`config.mk`:
```
export PLATFORM = sky130hd
export DESIGN_NAME = alu_arbiter
export DESIGN_NICKNAME = d
export VERILOG_FILES = /design/src/rtl/alu_arbiter.sv
export SDC_FILE = /design/constraint.sdc
export NUM_CORES = 1
export LEC_CHECK = 0
export CORE_MARGIN = 8
export CORE_UTILIZATION = 38
export CTS_CLUSTER_DIAMETER = 30
export DETAILED_ROUTE_END_ITERATION = 6
export GPL_ROUTABILITY_DRIVEN = 0
export PLACE_DENSITY = 0.77
export SETUP_SLACK_MARGIN = 0.2
export SLEW_MARGIN = 30
export SYNTH_ARGS = -nofsm -noshare
export SYNTH_HDL_FRONTEND = slang
export SYNTH_SLANG_ARGS = --single-unit
export TNS_END_PERCENT = 100
```
`constraint.sdc`:
```
create_clock -name clk -period 1.7 [get_ports clk]
set_input_delay 0.34 -clock clk [delete_from_list [all_inputs] [get_ports clk]]
set_output_delay 0.34 -clock clk [all_outputs]
set_load 0.005 [all_outputs]
```
`src/rtl/alu_arbiter.sv`:
```
// Round-robin arbiter sharing one combinational ALU between two requesters.
// Accepts one operation at a time and returns the result as a one-cycle response pulse.
module alu_arbiter #(
  parameter int unsigned WIDTH = 16,
  parameter int unsigned FSW   = 3
) (
  input  logic             clk,
  input  logic             rst,
  input  logic             r0_valid,
  output logic             r0_ready,
  input  logic [FSW-1:0]   r0_fs,
  input  logic [WIDTH-1:0] r0_a,
  input  logic [WIDTH-1:0] r0_b,
  input  logic             r1_valid,
  output logic             r1_ready,
  input  logic [FSW-1:0]   r1_fs,
  input  logic [WIDTH-1:0] r1_a,
  input  logic [WIDTH-1:0] r1_b,
  output logic [FSW-1:0]   alu_fs,
  output logic [WIDTH-1:0] alu_a,
  output logic [WIDTH-1:0] alu_b,
  input  logic [WIDTH-1:0] alu_out,
  input  logic             alu_zero,
  output logic             r0_resp_valid,
  output logic             r1_resp_valid,
  output logic [WIDTH-1:0] resp_data,
  output logic             resp_zero,
  output logic             busy
);

  typedef enum logic [1:0] {
    IDLE = 2'd0,
    EXEC = 2'd1,
    RESP = 2'd2
  } state_t;

  state_t state_q, state_d;
  logic   owner_q;
  logic   last_grant_q;
  logic   grant_c;
  logic   accept_c;

  // Grant selection, handshake and next-state logic
  always_comb begin
    state_d  = state_q;
    grant_c  = 1'b0;
    accept_c = 1'b0;
    r0_ready = 1'b0;
    r1_ready = 1'b0;

    // On a tie the requester that did not win last time is served
    if (r0_valid && r1_valid) begin
      grant_c = ~last_grant_q;
    end else if (r1_valid) begin
      grant_c = 1'b1;
    end else begin
      grant_c = 1'b0;
    end

    case (state_q)
      IDLE: begin
        r0_ready = r0_valid && (grant_c == 1'b0);
        r1_ready = r1_valid && (grant_c == 1'b1);
        accept_c = r0_ready || r1_ready;
        if (accept_c) begin
          state_d = EXEC;
        end
      end
      EXEC:    state_d = RESP;
      RESP:    state_d = IDLE;
      default: state_d = IDLE;
    endcase
  end

  // State, ALU operand and response registers
  always_ff @(posedge clk) begin
    if (rst) begin
      state_q      <= IDLE;
      owner_q      <= 1'b0;
      last_grant_q <= 1'b1;
      alu_fs       <= '0;
      alu_a        <= '0;
      alu_b        <= '0;
      resp_data    <= '0;
      resp_zero    <= 1'b0;
    end else begin
      state_q <= state_d;
      if (accept_c) begin
        owner_q      <= grant_c;
        last_grant_q <= grant_c;
        if (grant_c) begin
          alu_fs <= r1_fs;
          alu_a  <= r1_a;
          alu_b  <= r1_b;
        end else begin
          alu_fs <= r0_fs;
          alu_a  <= r0_a;
          alu_b  <= r0_b;
        end
      end
      if (state_q == EXEC) begin
        resp_data <= alu_out;
        resp_zero <= alu_zero;
      end
    end
  end

  // Status outputs decoded directly from registered state
  assign busy          = (state_q == EXEC) || (state_q == RESP);
  assign r0_resp_valid = (state_q == RESP) && (owner_q == 1'b0);
  assign r1_resp_valid = (state_q == RESP) && (owner_q == 1'b1);

endmodule

```
After elaboration in Yosys (flattened, before gate mapping). Index checks and enable logic that the tools add are counted.

Input bits: 91. Register bits: 56. Output and inout port bits: 57.

Multiplexer cells: 10. Equal/unequal tests: 3. Reduce and logical (&&, ||, !) cells: 8. Bitwise operators: 3.

Operators by type and width (number): 16-bit two-way mux (2); 1-bit logical AND (5); 1-bit two-way mux (5); 2-bit case mux with 2 select lines (1); 3-bit two-way mux (1); 1-bit inverter (3); 2-bit by 1-bit equality test with 1-bit output, second input constant (1); 2-bit equality test, second input constant (1); 2-bit logical NOT (1); 1-bit logical OR (2); 2-bit two-way mux (1); 2-bit inequality test, second input constant (1).

Logic depth before layout (Yosys ltp). Gate-level depths: netlist of run 1.

Depth in word-level cells: 7. Depth in mapped cells: 8.

Worst setup path before layout of run 1. OpenSTA, ideal clock, no wires.

Kind: input to output. Start: input port r0_valid. End: output port r0_ready. Slack: 0.212 ns. Arrival: 1.148 ns. Stages: 5. Path through: buf_6 > a21bo_2 > buf_2 > buf_2 > and3_1.

Cells in the longest elaborated chain, start to end: 5.

Ends and longest elaborated chain: start: declaration (line 9) `input logic r0_valid,`; 1-bit logical AND (line 52) `if (r0_valid && r1_valid) begin`; 1-bit two-way mux (line 52); 1-bit inverter (line 62) `r0_ready = r0_valid && (grant_c == 1'b0);`; 1-bit logical AND (*) (line 62); 1-bit two-way mux (*) (line 60) `case (state_q)`; end: declaration (line 10) `output logic r0_ready,`.

Mark *: on every way between the ends. The rest lies on a longest branch, timed or not.

Worst setup path in the final report of run 1.
Start: register last_grant_q. End: output port r0_ready.

Cells in the longest elaborated chain, start to end: 5.

Ends and longest elaborated chain: start: declaration (line 39) `logic last_grant_q;`; start signal: assignment (line 90) `last_grant_q <= grant_c;`; 1-bit inverter (line 53) `grant_c = ~last_grant_q;`; 1-bit two-way mux (line 52); 1-bit inverter (line 62); 1-bit logical AND (line 62); 1-bit two-way mux (line 60).

No other way between the ends.

==> results.txt, run 1 <==
DRC: 0
Synth Area in Simple Gates: 15.20%
Mapped Area: 2535 um^2
Crit-path max FO: 3
Die height: 97.68 um
Worst EP arrival: 1.16 ns
First-pass GRT wire length: 13850 um
Final setup margin: 0.1967 ns
RSZ-0062 raised after global routing: yes
Final Max Tran Viols: 0
Seq/Total Area, Yosys: 44.23%
Max cap viols: 0
Setup-failing EPs final: 0
Area growth from synthesis to layout: 76.75%
Worst-margin pin slew: 0.5797 ns
PortBufs: 147
Chip width: 97.68 um
Non-Filler Instances: 512
Min Tclk post-route: 1.503 ns
Largest net degree at the start of global routing: 37
Outcome: complete, no violations
Startpoint type of the worst setup path: register
WL final: 9148 um
Initial drt markers: 87
Initial antenna violation count: 1
Worst skew pair latency: 0.31 ns
CTS tree: yes
Rel. slew slack: 61.36%
Row count: 29
Cell taking the most area after synthesis: dfxtp_1
Tightest Hold Check Type: reg -> reg
Hpwl dp: 6260 um
Distinct cell type count after synthesis: 26
FILL cells: 505
VDD IR max: 0.0004986 V
Syn_area_per_cell: 9.118 um^2
FMAX: 665.2 MHz
Nets@finish: 529
Top-area cell type share of the netlist area: 44.23%
CORE AREA: 6386 um^2
Post-route ant nets: 0
Post-Route Utilization: 70.16%
Pre-Repair DR Iteration Count: 4
Synth Net Count: 373
Hold Worst Slack: 0.4961 ns
Power Dens Cells: 864.0 nW/um^2
Post-DP Area: 4099 um^2
Dominant cell by count in the synthesized netlist: dfxtp_1
Total Negative Setup Slacks: 0 ns
Post-synth EDFFs: 0
Clock transition at path regs: 0.10 ns
Inst Count DP: 493
Clk buf depth: 2
Crit share post-route: 88.43%
Root Buffer: clkbuf_8
Htree depth: 2
Ratio of cells with drive above 1 in the final layout: 23.50%
Xor/xnor share of the synthesized area: 0%
Top cells by area, synth: dfxtp_1 44%, a211oi_2 14%, nor2_1 8.0%
Vias: 2598
Tot Pwr: 3.871 mW
Wirelength per Cell: 17.87 um
P_leak: 2.078 nW
Yosys warnings: 0
Type of destination of the critical path: output pin
CTS Buf Count: 5
Count of final hold-check violations: 0
Post-synth top cells: 56 x dfxtp_1, 54 x nor2_1, 36 x a21oi_1
Vias in the first global route: 2686
Total GRT Usage: 17.40%
Clock sink total: 56
Largest family of logic cells by synthesized area: compound AO/OA/AOI/OAI gates
CP Class: reg -> out
Synth Area in Adders: 1.974%
GRT overflow: 0
Place WS: -0.3595 ns
Clock Skews: 0.008696 ns
Via density: 5.074
Mapped Cells: 278
Required time worst endpoint: 1.36 ns
Compound-Gate Fraction of Synth Area: 25.32%
Primary FF master, synth: dfxtp_1
Total die area: 9540 um^2
#FFs+latches synth: 56
Initial core utilization: 39.69%
Fraction of registers with async set or reset after synthesis: 0%
Mux cell area share after synthesis: 7.108%
Design Area, Final: 4481 um^2
I/O pin count: 148
[worst paths after layout]
path	from	end	slack [ns]	cells past startpoint
worst max register to register	state_q[0]	alu_b[0]	0.23	7
worst max-delay path	last_grant_q	r0_ready	0.20	3
worst min-delay path	resp_data[12]	resp_data[12]	0.50	2
worst min register to register	resp_data[12]	resp_data[12]	0.50	2
[power breakdown]
group / internal, mW / switching (mW) / total, mW / leakage [nW]
Clock: 0.580 / 0.435 / 1.02 / 0.0642
Sequential: 1.47 / 0.0759 / 1.55 / 0.469
Combinational: 0.734 / 0.572 / 1.31 / 1.55
[routing by layer]
layer	vias to the layer above	part of all wire, %	GRT usage (%)
li1	1264	-	-
met1	1213	42	19.50
met2	107	48	29.85
met3	14	7.9	6.970
met4	0	2.1	4.312
met5	-	0	0
[repair_timing]
item / 4_1_cts / 5_1_grt
hold buffers: 0 / 0
pin swaps: 2 / 11
hold endpoints to repair: 0 / 0
endpoints found under the setup margin: 88 / 48
resized for setup: 89 / 32
gates cloned: 0 / 6
buffers inserted: 4 / 1
[cell usage in the layout (no fill, tap or decap), types with 3 or more instances in the layout]
master and n:
nand2_1 35, a211oi_1 5, clkbuf_16 4, a211oi_2 30
clkbuf_8 5, dlymetal6s2s_1 11, dlygate4sd2_1 43, dfxtp_2 18
clkdlybuf4s50_1 87, a21oi_1 36, nor2_1 54, buf_12 3
dfxtp_1 37, buf_4 13, buf_6 9, mux2i_1 18
buf_2 3
[cell families (layout without fill, tap and decap cells)]
group | Yosys count | count (layout)
and+or+nand+nor | 97 | 97
AOI/OAI and AO/OA | 77 | 77
DFF | 56 | 56
buffers and inverters | 26 | 182
muxes | 18 | 18
adders and majority gates | 4 | 4
other | 0 | 1
[area by class of cell]
| class | instances | area [um^2] | area share [%] |
|---|---|---|---|
| diodes | 1 | 2.502 | 0.05585 |
| clock buffers | 5 | 68.82 | 1.536 |
| clock inverters | 2 | 60.06 | 1.340 |
| inverters | 2 | 10.01 | 0.2234 |
| multi-input cells | 196 | 1336 | 29.82 |
| flip-flops and latches | 56 | 1147 | 25.61 |
| well taps | 77 | 96.34 | 2.150 |
| repair buffers | 173 | 1759 | 39.26 |
[critical path, cell delays in order (launching register included)]
cell and delay, ns:
dfxtp_4 0.37, a21bo_4 0.21, and3_4 0.17, buf_6 0.11
[flip-flops by register name (all words and copies together) (netlist names)]
| name | cells |
|---|---|
| resp_zero | 1 |
| alu_b | 16 |
| resp_data | 16 |
| owner_q | 1 |
| alu_a | 16 |
| alu_fs | 3 |
| state_q | 2 |
| last_grant_q | 1 |
(Power assumes the default switching activity.)
==> run 2, diff against run 1 <==
--- a/config.mk
+++ b/config.mk
@@ -5,8 +5,9 @@
 export SDC_FILE = /design/constraint.sdc
 export NUM_CORES = 1
 export LEC_CHECK = 0
+export ABC_AREA = 1
 export CORE_MARGIN = 8
-export CORE_UTILIZATION = 38
+export CORE_UTILIZATION = 39
 export CTS_CLUSTER_DIAMETER = 30
 export DETAILED_ROUTE_END_ITERATION = 6
 export GPL_ROUTABILITY_DRIVEN = 0
==> results.txt, run 2 <==
Post-synth EDFFs: 0
PortBufs: 147
Largest regs: alu_a: 16 flops, alu_b: 16 flops, resp_data: 16 flops
Busiest layer in global routing: met2
Critical path's slowest cell: dfxtp_2
Post-synth top cells: 141 x nor2_1, 78 x nand2_1, 56 x dfxtp_1
Nets@finish: 662
DRC: 0
Crit share post-route: 93.15%
Clock Skews: 0.009819 ns
CORE AREA: 6719 um^2
Max cap viols: 0
Xor/xnor share of the synthesized area: 0%
Synth Area in Simple Gates: 32.72%
Wirelength per Cell: 13.70 um
GR Layer Usage met3: 4.510%
Hold Worst Slack: 0.5036 ns
Top-area cell type share of the netlist area: 41.95%
Root Buffer: clkbuf_8
Top cells by area, synth: dfxtp_1 42%, nor2_1 20%, nand2_1 11%
Final setup margin: 0.1165 ns
Global Route met1 Usage: 19.04%
Clock sink total: 56
Pre-Repair DR Iteration Count: 4
Min Tclk post-route: 1.583 ns
Clock transition at path regs: 0.10 ns
Register area: 1140 um^2
Count of final hold-check violations: 0
Area of the multi-input gates: 1292 um^2
Compound-Gate Fraction of Synth Area: 10.58%
Fraction of registers with async set or reset after synthesis: 0%
Chip width: 98.78 um
I/O pin count: 148
Largest family of logic cells by synthesized area: simple AND/OR/NAND/NOR gates
CTS Buf Count: 5
Hpwl dp: 6230 um
Required time worst endpoint: 1.36 ns
FMAX: 631.5 MHz
Post-Route Utilization: 68.01%
Crit-path max FO: 3
CTS tree: yes
Cell taking the most area after synthesis: dfxtp_1
#FFs+latches synth: 56
Synth Area in Adders: 1.873%
Worst-margin pin slew: 0.6508 ns
Seq/Total Area, Yosys: 41.95%
CP Cell Sequence: inv_2 -> ha_4 -> buf_4 -> nand2_4 -> inv_1 -> buf_2
Via density: 4.549
Largest net degree at the start of global routing: 71
Synth Net Count: 501
VDD IR max: 0.0003690 V
Ratio of cells with drive above 1 in the final layout: 15.14%
Vias: 2948
Mapped Area: 2673 um^2
Primary FF master, synth: dfxtp_1
RSZ-0062 raised after global routing: yes
Place WS: -0.2889 ns
Vias in the first global route: 2941
Area growth from synthesis to layout: 70.97%
Worst skew pair latency: 0.31 ns
Initial drt markers: 108
Power Dens Cells: 792.8 nW/um^2
First-pass GRT wire length: 14080 um
Yosys warnings: 0
Initial antenna violation count: 0
Startpoint type of the worst setup path: register
Distinct cell type count after synthesis: 20
Tightest Hold Check Type: reg -> reg
Clk buf depth: 2
Setup-failing EPs final: 0
Total die area: 9757 um^2
Syn_area_per_cell: 6.583 um^2
Commonest non-fill, non-tap cell in the layout: nor2_1
Total GRT Usage: 17.26%
Post-route ant nets: 0
Mux cell area share after synthesis: 0%
Commonest cells after routing, fill and taps aside: 138 x nor2_1, 89 x clkdlybuf4s50_1, 73 x nand2_1
Rel. slew slack: 56.62%
WL final: 8876 um
GRT overflow: 0
M2 GR Usage: 31.19%
Initial core utilization: 39.78%
Final Max Tran Viols: 0
Die height: 98.78 um
Mapped Cells: 406
Type of destination of the critical path: output pin
Slowest cell delay on critical path: 0.38 ns
Row count: 30
FILL cells: 574
Ant. Diodes: 0
Dominant cell by count in the synthesized netlist: nor2_1
Htree depth: 2
Total Negative Setup Slacks: 0 ns
P_leak: 2.393 nW
Outcome: complete, no violations
CP Class: reg -> out
Worst EP arrival: 1.24 ns
==> run 2: cell types whose count changed in the layout (fill, tap and decap cells not counted), sizes merged, moves of 3 or more <==
cell | before | now
nor2 | 54 | 143
o21ai | 1 | 53
nand2 | 35 | 79
inv | 2 | 43
a211oi | 35 | 1
a21oi | 36 | 2
mux2i | 18 | 0
dlymetal6s2s | 11 | 4
dlygate4sd2 | 43 | 49
buf | 28 | 33
clkbuf | 9 | 6
clkinvlp | 0 | 3
==> run 2: critical path: cells and delay by family (launching register included) <==
| family | cells | cell delay [ns] |
|---|---|---|
| fa+ha+maj | 1 | 0.16 |
| buf+inv | 4 | 0.33 |
| flops | 1 | 0.38 |
| simple gates | 1 | 0.06 |
==> run 2: through the flow <==
step / instances / instance area, um^2 / power, mW
4_1_cts: 642 / 4404 / 3.550
5_1_grt: 648 / 4569 / 3.852
2_1_floorplan: 406 / 2673 / 2.124
3_3_place_gp: 623 / 4205 / 2.757
6_report: 648 / 4569 / 3.622
3_5_place_dp: 623 / 4205 / 2.787
==> run 2: cell type report <==
type | instances | share of cell area (%)
flip-flops and latches | 56 | 24.95
well taps | 80 | 2.191
repair buffers | 176 | 38.69
multi-input cells | 284 | 28.29
clock inverters | 3 | 0.5203
clock buffers | 5 | 1.506
inverters | 44 | 3.861
==> run 2: final timing paths <==
path | endpoint | from | slack, ns | cells past startpoint
hold reg to reg | alu_a[11] | alu_a[11] | 0.50 | 2
setup / recovery | r1_ready | state_q[1] | 0.12 | 6
setup reg to reg | alu_b[8] | state_q[1] | 0.14 | 11
hold / removal | alu_a[11] | alu_a[11] | 0.50 | 2
==> run 2: where the power goes <==
part	total (mW)	switching [mW]	internal, mW
sequential	1.58	0.0888	1.49
combinational	1.30	0.578	0.721
clock	0.747	0.454	0.293
==> run 2: routing by layer <==
metal  part of all wire [%]  wire (um)  vias to the layer above
met5                      0          0                        -
met4                    1.5        130                        0
met3                    5.5        491                        8
met2                     52       4584                       79
met1                     41       3670                     1319
li1                       -          -                     1542
==> run 2: what timing repair did <==
item	4_1_cts	5_1_grt
cloned	2	1
gates resized for setup	97	29
pin swaps	3	21
buffers inserted	9	5
endpoints found under the hold margin	0	0
hold buffers	0	0
setup endpoints to repair	90	62
==> run 2: cells by family (layout without fill, tap and decap cells) <==
| group | Yosys count | in the layout |
|---|---|---|
| AND/OR/NAND/NOR | 224 | 224 |
| buffers and inverters | 66 | 228 |
| AO/OA/AOI/OAI | 56 | 56 |
| flip-flops | 56 | 56 |
| adder cells (fa/ha/maj) | 4 | 4 |
